$ cat src/rtl/arisco_pkg.sv
// Shared constants and fetch FSM encoding for the arisco core.
package arisco_pkg;

   localparam int          ILEN      = 32;
   localparam logic [31:0] NOP_INSTR = 32'h0000_0013;

   typedef enum logic [1:0] {
      ST_REQ   = 2'd0,
      ST_HOLD  = 2'd1,
      ST_FAULT = 2'd2
   } fetch_state_t;

   function automatic logic word_aligned(input logic [ILEN-1:0] addr);
      return addr[1:0] == 2'b00;
   endfunction

endpackage

$ cat src/rtl/instruction_fetch.sv
// Instruction fetch: owns the PC, fetches one word per req/ack and presents it on valid/ready.
// Latency: instr_valid rises 1 cycle after mem_ack; next request issues the cycle after acceptance.
// Backpressure: instr held stable until instr_ready; no new fetch while an instruction is pending.
module instruction_fetch
   import arisco_pkg::*;
#(
   parameter logic [ILEN-1:0] RESET_PC = 32'h0000_0000,
   parameter int              TIMEOUT  = 16
) (
   input  logic            clk,
   input  logic            rst,
   output logic            mem_req,
   output logic [ILEN-1:0] mem_addr,
   input  logic            mem_ack,
   input  logic [ILEN-1:0] mem_rdata,
   output logic [ILEN-1:0] instr,
   output logic            instr_valid,
   input  logic            instr_ready,
   output logic [ILEN-1:0] pc,
   input  logic            redirect_valid,
   input  logic [ILEN-1:0] redirect_pc,
   output logic            fault,
   output logic [31:0]     fetch_count
);

   localparam int          TW    = (TIMEOUT > 1) ? $clog2(TIMEOUT) : 1;
   localparam logic [TW-1:0] TLAST = TW'(TIMEOUT - 1);

   fetch_state_t    state_q, state_d;
   logic [ILEN-1:0] pc_d, instr_d;
   logic            req_d, vld_d, fault_d;
   logic [31:0]     cnt_d;
   logic [TW-1:0]   tcnt_q, tcnt_d;

   assign mem_addr = pc;

   always_ff @(posedge clk) begin
      if (rst) begin
         state_q     <= ST_REQ;
         pc          <= RESET_PC;
         mem_req     <= 1'b0;
         instr       <= NOP_INSTR;
         instr_valid <= 1'b0;
         fault       <= 1'b0;
         fetch_count <= 32'd0;
         tcnt_q      <= '0;
      end else begin
         state_q     <= state_d;
         pc          <= pc_d;
         mem_req     <= req_d;
         instr       <= instr_d;
         instr_valid <= vld_d;
         fault       <= fault_d;
         fetch_count <= cnt_d;
         tcnt_q      <= tcnt_d;
      end
   end

   always_comb begin
      state_d = state_q;
      pc_d    = pc;
      req_d   = mem_req;
      instr_d = instr;
      vld_d   = instr_valid;
      fault_d = fault;
      cnt_d   = fetch_count;
      tcnt_d  = tcnt_q;

      case (state_q)
         ST_REQ: begin
            req_d = 1'b1;
            // Redirect outranks a same-cycle ack; the acked word is dropped.
            if (redirect_valid) begin
               if (word_aligned(redirect_pc)) begin
                  pc_d   = redirect_pc;
                  vld_d  = 1'b0;
                  tcnt_d = '0;
               end else begin
                  fault_d = 1'b1;
                  req_d   = 1'b0;
                  vld_d   = 1'b0;
                  state_d = ST_FAULT;
               end
            end else if (mem_ack) begin
               instr_d = mem_rdata;
               vld_d   = 1'b1;
               req_d   = 1'b0;
               tcnt_d  = '0;
               state_d = ST_HOLD;
            end else if (tcnt_q == TLAST) begin
               fault_d = 1'b1;
               req_d   = 1'b0;
               state_d = ST_FAULT;
            end else begin
               tcnt_d = tcnt_q + 1'b1;
            end
         end

         ST_HOLD: begin
            req_d = 1'b0;
            if (redirect_valid) begin
               vld_d = 1'b0;
               if (word_aligned(redirect_pc)) begin
                  pc_d    = redirect_pc;
                  tcnt_d  = '0;
                  req_d   = 1'b1;
                  state_d = ST_REQ;
               end else begin
                  fault_d = 1'b1;
                  state_d = ST_FAULT;
               end
            end else if (instr_ready) begin
               pc_d    = pc + 32'd4;
               cnt_d   = fetch_count + 32'd1;
               vld_d   = 1'b0;
               req_d   = 1'b1;
               state_d = ST_REQ;
            end
         end

         default: begin
            req_d   = 1'b0;
            vld_d   = 1'b0;
            state_d = ST_FAULT;
         end
      endcase
   end

endmodule

$ cat config.mk
export PLATFORM = sky130hd
export DESIGN_NAME = instruction_fetch
export DESIGN_NICKNAME = d
export VERILOG_FILES = /design/src/rtl/arisco_pkg.sv /design/src/rtl/instruction_fetch.sv
export SDC_FILE = /design/constraint.sdc
export NUM_CORES = 1
export LEC_CHECK = 0
export CAP_MARGIN = 30
export CORE_MARGIN = 1
export CORE_UTILIZATION = 40
export DETAILED_ROUTE_END_ITERATION = 7
export PLACE_DENSITY = 0.77
export REMOVE_ABC_BUFFERS = 1
export SYNTH_ARGS = -nofsm -noshare
export SYNTH_HDL_FRONTEND = slang
export SYNTH_SLANG_ARGS = --single-unit
$ cat constraint.sdc
create_clock -name clk -period 1.9 [get_ports clk]
set_input_delay 0.19 -clock clk [delete_from_list [all_inputs] [get_ports clk]]
set_output_delay 0.19 -clock clk [all_outputs]
set_load 0.02 [all_outputs]
==> impl_metrics.toml, run 1 <==
[global_routing]
grt_pass1_vias = 5283
grt_usage = 0.2370
grt_first_pass_wirelength_um = 25340
antenna_found_initial = 0
grt_overflow = 0
grt_max_degree = 39

[final_layout]
nets = 941
mostFrequentLayoutCell = "clkdlybuf4s50_1"
area.growth.synth_to_final_pct = 53.64
antenna_cells = 0
design_area_mm2 = 0.008028
mostFrequentLayoutCells = "clkdlybuf4s50_1 (198), nand2_1 (106), dfxtp_1 (100)"
drive_above_1_share = 0.1407

[yosys]
syn_avg_cell_area_um2 = 7.929
synth_compound_area_frac = 0.1777
synth_warnings = 0
synth_cells = 659
synth_edf_count = 0
yosysTopAreaCell = "dfxtp_1"
syn_area_mm2 = 0.005225
synthAdderAreaFrac = 0.007184
synth_top_family_by_area = "simple AND/OR/NAND/NOR gates"
synth-simple-area-share = 0.2780
synth_top_cells_by_area = "dfxtp_1 (40%), nand2_1 (7.7%), a21oi_1 (6.5%)"
synth_xor_area_frac = 0.02514
synth_mux_area_frac = 0.02874
synth_seq_area_share = 0.4023
async_flop_share = 0
yosys_register_bits = 105
synth_cell_types = 59
synth_top_area_share = 0.4023
ys.flop_type = "dfxtp_1"

[timing]
final-setup-viol-count = 3
rsz0062_at_grt = "true"
skew_ns = 0.005764
worst_slew_pin_slew_ns = 0.3560
fin_hold_ws_ns = 0.2365
max_freq_ghz = 0.5212
post-route-period-util = 1.010
drv_slew = 0
relSlewSlack = 0.7605
worst_slack_ns = -0.01872
period_needed_ns = 1.919
hold_violations = 0

[route]
ant_nets = 0
dr_total_vias = 5650
drtIter0Drc = 375
viasPerCell = 5.402
wire_per_inst_um = 15.55
drc_errors = 0
first_pass_iters = 5
routed_wl_um = 16270

[clock_tree]
clkTransAtPathRegs_ns = 0.07
numCtsBuffers = 9
cts_tree = "built"
htree_levels = 3
cts_root_buf = "clkbuf_16"
cts_buffer_depth = 2
numClockSinks = 105
clk_latency_ns = 0.35

[status]
violations = "negative setup slack"
status = "finished with violations"

[die]
die_area_mm2 = 0.01352
io_pins = 200
fp.dieH_um = 116.3
initial_utilization = 0.4124
die_width_um = 116.3
coreArea_mm2 = 0.01267
rows = 41

[setup_path]
critPathArrivalTime_ns = 2.16
cp_top_family = "simple AND/OR/NAND/NOR gates"
slowest_delay_ns = 0.32
critPathCaptureType = "register"
critPathMaxFanout = 10
slowest_stage = "dfxtp_1"
required_ns = 2.14
crit_chain = "nand4bb_4 > buf_6 > nor4_4 > nor3b_2 > buf_4 > nand3_1 > mux2_4"
crit_buf_inv = 2
crit_path_start_kind = "register"
path_class = "reg2reg"

[placed_design]
gp_congestion = 0.9002
placed_area_mm2 = 0.007584
numPortBuffers = 199
hpwl_um = 12140

[flow_run]
drv_cap = 0

[power]
power_leakage_nw = 2.933
max-vdd-ir-drop_v = 0.0004958
powerDensity_mw_per_mm2 = 668.6

[hold_path]
hp-class = "in2reg"
==> routing by layer <==
layer	wire length, um	vias up	global-route usage
met5	0	-	0
met4	253	0	0.08291
met3	1069	22	0.03321
met2	8216	213	0.4118
met1	6724	2683	0.2994
li1	-	2732	-
==> power by group <==
group | switching, mW | internal, mW | total [mW]
logic | 0.418 | 0.437 | 0.855
clock network | 0.863 | 1.30 | 2.17
registers | 0.0718 | 2.27 | 2.35
==> cell usage after synthesis (7+ instances only) <==
cell type    n
nand4_1     17
dfxtp_1    105
nor4_1       7
or3_1        7
and3_1       9
nor3_1      16
xnor2_1     10
nand3_1     25
a211oi_1     9
mux2i_1      9
buf_4       33
inv_1        7
o21ai_0     20
nor2_1      63
and4_1      10
a21oi_1     68
nand2_1    107
nor2b_1      8
o22ai_1      8
clkbuf_1    27
==> cell families after synthesis <==
family | Yosys count
AND/OR/NAND/NOR | 295
adder cells (fa/ha/maj) | 3
XOR/XNOR | 15
buffers and inverters | 78
flip-flops | 105
AO/OA/AOI/OAI | 149
multiplexers | 14
==> metrics by stage <==
stage,setup TNS [ns],setup slack [ns],instances,power [mW],util
after global routing,-0.5036,-0.1069,1046,5.574,0.6336
after detailed placement,-11.45,-0.4828,1027,3.234,0.5985
after global placement,-9.673,-0.4566,1027,3.215,0.5985
after floorplan,-8.396,-0.3718,589,2.708,-
final,-0.03473,-0.01872,1046,5.367,0.6336
after CTS,0,0.001589,1045,5.402,0.6307
==> repair_timing <==
action                                  CTS  global route
pin swaps                                 1             1
setup buffers                             2             1
endpoints found under the setup margin   13            22
hold buffers                              0             0
resized for setup                         9            11
==> cell type report <==
class,instances,area (um^2)
Fill cell,1096,4643
Multi-Input combinational cell,476,2766
Timing Repair Buffer,269,2556
Sequential cell,105,2108
Clock buffer,9,225.2
Tap cell,172,215.2
Clock inverter,7,126.4
Inverter,8,30.03
==> sequential cells by signal, indices dropped and copies added (netlist names) <==
signal and cells:
fetch_count 32, instr_valid 1, mem_req 1, state_q 2, fault 1, mem_addr 32, tcnt_q 4, instr 32
==> worst paths after layout <==
check / start / to / slack (ns) / cells past startpoint
max: state_q[1]$_SDFFE_PP0P_ / fetch_count[21]$_SDFFE_PP0P_ / -0.02 / 7
min: rst / fault$_SDFFE_PP0P_ / 0.24 / 2
max reg2reg: state_q[1]$_SDFFE_PP0P_ / fetch_count[21]$_SDFFE_PP0P_ / -0.02 / 7
min reg2reg: instr[8]$_SDFFE_PP0P_ / instr[8]$_SDFFE_PP0P_ / 0.45 / 2
==> worst register-to-register path: stages (launching register included) <==
cell       delay [ns]
dfxtp_1          0.32
nand4bb_4        0.24
buf_6            0.19
nor4_4           0.26
nor3b_2          0.22
buf_4            0.18
nand3_1          0.10
mux2_4           0.30
(Power assumes the default switching activity.)
==> run 2, diff against run 1 <==
--- a/config.mk
+++ b/config.mk
@@ -9,8 +9,10 @@
 export CORE_MARGIN = 1
 export CORE_UTILIZATION = 40
 export DETAILED_ROUTE_END_ITERATION = 7
+export MAX_ROUTING_LAYER = met4
 export PLACE_DENSITY = 0.77
 export REMOVE_ABC_BUFFERS = 1
+export SKIP_CTS_REPAIR_TIMING = 1
 export SYNTH_ARGS = -nofsm -noshare
 export SYNTH_HDL_FRONTEND = slang
 export SYNTH_SLANG_ARGS = --single-unit
==> run 2 against run 1 <==
The flow now finishes without violations. Fmax up 1.6%. Clock skew grew 0.00061 ns. First-iteration DRC count up 5.1%. Power up 0.36%. Largest power group unchanged.
==> impl_metrics.toml, run 2 (synthesis results as in run 1) <==
[route]
wire_per_inst_um = 15.73
routed_wl_um = 16520
drtIter0Drc = 394
first_pass_iters = 6
dr_total_vias = 5659
drc_errors = 0
ant_nets = 0
viasPerCell = 5.390

[timing]
max_freq_ghz = 0.5293
post-route-period-util = 0.9944
worst_slew_pin_slew_ns = 0.3559
final-setup-viol-count = 0
drv_slew = 0
worst_slack_ns = 0.01059
relSlewSlack = 0.7605
rsz0062_at_grt = "true"
period_needed_ns = 1.889
hold_violations = 0
skew_ns = 0.006376

[final_layout]
antenna_cells = 0
mostFrequentLayoutCells = "clkdlybuf4s50_1 (198), nand2_1 (106), dfxtp_1 (99)"
final_cells = 1050
design_area_mm2 = 0.008115
finalCoreUtilization = 0.6405
drive_above_1_share = 0.1538
mostFrequentLayoutCell = "clkdlybuf4s50_1"
area.growth.synth_to_final_pct = 55.32
nets = 945

[global_routing]
antenna_found_initial = 0
grt_overflow = 0
grt_pass1_vias = 5227
grt_first_pass_wirelength_um = 25250
grt_max_degree = 39
grt_usage = 0.2430

[setup_path]
required_ns = 2.14
slowest_delay_ns = 0.55
crit_buf_inv = 0
path_class = "reg2reg"
cp_top_family = "simple AND/OR/NAND/NOR gates"
critPathArrivalTime_ns = 2.13
slowest_stage = "or4_4"
crit_chain = "ha_4 > nand3_4 > or4_4 > nor3_4 > nand4_1 > mux2_4"
critPathMaxFanout = 3
critPathCaptureType = "register"
reg2reg_setup_slack_ns = 0.01
crit_path_start_kind = "register"

[die]
coreArea_mm2 = 0.01267
initial_utilization = 0.4124
rows = 41
fp.dieH_um = 116.3
die_width_um = 116.3
die_area_mm2 = 0.01352
io_pins = 200

[power]
p_sw_frac = 0.2542
powerDensity_mw_per_mm2 = 663.8
clockPowerShare = 0.405
cellInternalPower_mw = 4.018
power_leakage_nw = 2.955
max-vdd-ir-drop_v = 0.0004958
power_mw = 5.387
p_comb_frac = 0.160
pwr-share-seq = 0.435
p_switching_mw = 1.369

[placed_design]
numPortBuffers = 199
placed_cells = 1027
pre_cts_ws_ns = -0.4828
gp_congestion = 0.9155
hpwl_um = 12140
placed_area_mm2 = 0.007584

[flow_run]
drv_cap = 0

[clock_tree]
clkTransAtPathRegs_ns = 0.08
numCtsBuffers = 9
htree_levels = 3
clk_latency_ns = 0.35
cts_buffer_depth = 2
numClockSinks = 105
cts_root_buf = "clkbuf_16"
cts_tree = "built"

[hold_path]
hp-class = "in2reg"

[status]
status = "finished clean"
-- run 2: layout make-up --
type	instances	area [um^2]
fillers	1082	4556
multi-input cells	476	2815
repair buffers	273	2594
flip-flops and latches	105	2110
clock buffers	9	225.2
well taps	172	215.2
clock inverters	7	126.4
inverters	8	30.03
-- run 2: worst paths after layout --
| check | endpoint | start | cells past startpoint |
|---|---|---|---|
| worst max-delay path | fetch_count[22]$_SDFFE_PP0P_ | fetch_count[0]$_SDFFE_PP0P_ | 6 |
| worst min-delay path | fault$_SDFFE_PP0P_ | rst | 2 |
| worst max register to register | fetch_count[22]$_SDFFE_PP0P_ | fetch_count[0]$_SDFFE_PP0P_ | 6 |
| worst min register to register | instr[8]$_SDFFE_PP0P_ | instr[8]$_SDFFE_PP0P_ | 2 |
-- run 2: power groups by stage --
stage	sequential [mW]	combinational, mW	clock [mW]
2_1_floorplan	2.52	0.192	0
3_3_place_gp	2.39	0.828	0
3_5_place_dp	2.39	0.841	0
4_1_cts	2.34	0.846	2.21
5_1_grt	2.36	0.919	2.30
6_report	2.34	0.862	2.18
-- run 2: routing by layer --
metal,GRT usage,part of all wire
met1,0.2994,0.42
met2,0.4110,0.50
met3,0.03269,0.057
met5,-,0
met4,0.07607,0.015
-- run 2: worst reg2reg max path: cells and delay by family, from the launching register on --
family	cells	cell delay (ns)
simple gates	4	0.94
flops	1	0.37
mux	1	0.32
fa+ha+maj	1	0.16
-- run 2: per-stage QoR --
| step | hold WS (ns) | setup TNS (ns) |
|---|---|---|
| final | 0.2415 | 0 |
| after floorplan | 0.2591 | -8.396 |
| after detailed placement | 0.4476 | -11.45 |
| after global routing | 0.2453 | -0.4867 |
| after CTS | 0.2155 | -1.197 |
| after global placement | 0.4414 | -9.673 |
==> run 3, diff against run 2 <==
--- a/config.mk
+++ b/config.mk
@@ -12,7 +12,7 @@
 export MAX_ROUTING_LAYER = met4
 export PLACE_DENSITY = 0.77
 export REMOVE_ABC_BUFFERS = 1
-export SKIP_CTS_REPAIR_TIMING = 1
+export SETUP_SLACK_MARGIN = 0.02
 export SYNTH_ARGS = -nofsm -noshare
 export SYNTH_HDL_FRONTEND = slang
 export SYNTH_SLANG_ARGS = --single-unit
==> run 3 against run 2 <==
First-iteration DRC count up 12%. Critical endpoint is now fetch_count[29]$_SDFFE_PP0P_. Sequential share of layout area up 0.19 points. Clock power about the same. Critical path type unchanged.
==> impl_metrics.toml, run 3 (synthesis results as in run 1) <==
[timing]
period_needed_ns = 1.886
worst_slack_ns = 0.01445
final-setup-viol-count = 0
drv_slew = 0
relSlewSlack = 0.7609
hold_violations = 0
skew_ns = 0.005869
rsz0062_at_grt = "true"
worst_slew_pin_slew_ns = 0.3554
post-route-period-util = 0.9924
fin_tns_setup_ns = 0
fin_hold_ws_ns = 0.2444
max_freq_ghz = 0.5303

[global_routing]
grt_first_pass_wirelength_um = 25410
grt_max_degree = 39
grt_usage = 0.2448
grt_pass1_vias = 5298
grt_overflow = 0
antenna_found_initial = 0

[route]
drc_errors = 0
ant_nets = 0
drtIter0Drc = 441
dr_total_vias = 5643
first_pass_iters = 5
routed_wl_um = 16340
wire_per_inst_um = 15.61
viasPerCell = 5.390

[power]
pwr-share-seq = 0.436
p_comb_frac = 0.160
power_leakage_nw = 2.941
p_switching_mw = 1.363
powerDensity_mw_per_mm2 = 667.5
power_mw = 5.381
clockPowerShare = 0.404
max-vdd-ir-drop_v = 0.0004961
cellInternalPower_mw = 4.018
p_sw_frac = 0.2533

[clock_tree]
clkTransAtPathRegs_ns = 0.07
ctsHoldBuffers = 0
numClockSinks = 105
htree_levels = 3
cts_root_buf = "clkbuf_16"
cts_tree = "built"
clk_latency_ns = 0.35
cts_buffer_depth = 2
numCtsBuffers = 9

[setup_path]
crit_chain = "nand4bb_4 > buf_6 > nor4_4 > nor3b_2 > buf_4 > nand4_1 > mux2_2"
crit_buf_inv = 2
critPathMaxFanout = 8
slowest_stage = "dfxtp_2"
slowest_delay_ns = 0.33
critPathArrivalTime_ns = 2.12
cp_top_family = "simple AND/OR/NAND/NOR gates"
required_ns = 2.14
crit_path_start_kind = "register"
critPathCaptureType = "register"
path_class = "reg2reg"

[die]
coreArea_mm2 = 0.01267
io_pins = 200
rows = 41
fp.dieH_um = 116.3
die_area_mm2 = 0.01352
die_width_um = 116.3
initial_utilization = 0.4124

[placed_design]
placed_cells = 1027
numPortBuffers = 199
pre_cts_ws_ns = -0.4828
gp_congestion = 0.9155
placed_area_mm2 = 0.007584
hpwl_um = 12140

[final_layout]
area.growth.synth_to_final_pct = 54.29
design_area_mm2 = 0.008061
drive_above_1_share = 0.1486
final_cells = 1047
finalCoreUtilization = 0.6362
mostFrequentLayoutCells = "clkdlybuf4s50_1 (198), nand2_1 (106), dfxtp_1 (98)"
mostFrequentLayoutCell = "clkdlybuf4s50_1"
nets = 942
antenna_cells = 0

[hold_path]
hp-class = "in2reg"

[flow_run]
drv_cap = 0

[status]
status = "finished clean"
## run 3: final timing paths
path	from	endpoint	slack [ns]	cells past startpoint
setup / recovery	state_q[1]$_SDFFE_PP0P_	fetch_count[29]$_SDFFE_PP0P_	0.01	7
hold / removal	rst	fault$_SDFFE_PP0P_	0.24	2
setup reg to reg	state_q[1]$_SDFFE_PP0P_	fetch_count[29]$_SDFFE_PP0P_	0.01	7
hold reg to reg	instr[8]$_SDFFE_PP0P_	instr[8]$_SDFFE_PP0P_	0.45	2
## run 3: worst reg2reg max path: cells and delay by family (launching register included)
kind | cells | cell delay [ns]
buffers and inverters | 2 | 0.34
DFF | 1 | 0.33
and+or+nand+nor | 4 | 0.82
muxes | 1 | 0.28
## run 3: layer usage
metal | part of all wire | vias up | GRT usage
met2 | 0.51 | 196 | 0.4166
li1 | - | 2741 | -
met3 | 0.062 | 22 | 0.03269
met4 | 0.015 | 0 | 0.08034
met1 | 0.42 | 2684 | 0.2981
met5 | 0 | - | -
## run 3: power by group through the flow
| stage | clock, mW | combinational, mW | sequential (mW) |
|---|---|---|---|
| after global placement | 0 | 0.828 | 2.39 |
| final | 2.18 | 0.859 | 2.35 |
| after global routing | 2.30 | 0.916 | 2.36 |
| after detailed placement | 0 | 0.841 | 2.39 |
| after CTS | 2.21 | 0.852 | 2.34 |
| after floorplan | 0 | 0.192 | 2.52 |
## run 3: repair_timing
action                                  in CTS  in global routing
gates resized for setup                      9                 18
endpoints found under the setup margin      15                 27
buffers inserted                             4                  0
pin swaps                                    1                  2
## run 3: layout make-up
type / count / area, um^2
Fill cell: 1097 / 4609
Multi-Input combinational cell: 476 / 2786
Timing Repair Buffer: 270 / 2567
Sequential cell: 105 / 2111
Clock buffer: 9 / 225.2
Tap cell: 172 / 215.2
Clock inverter: 7 / 126.4
Inverter: 8 / 30.03
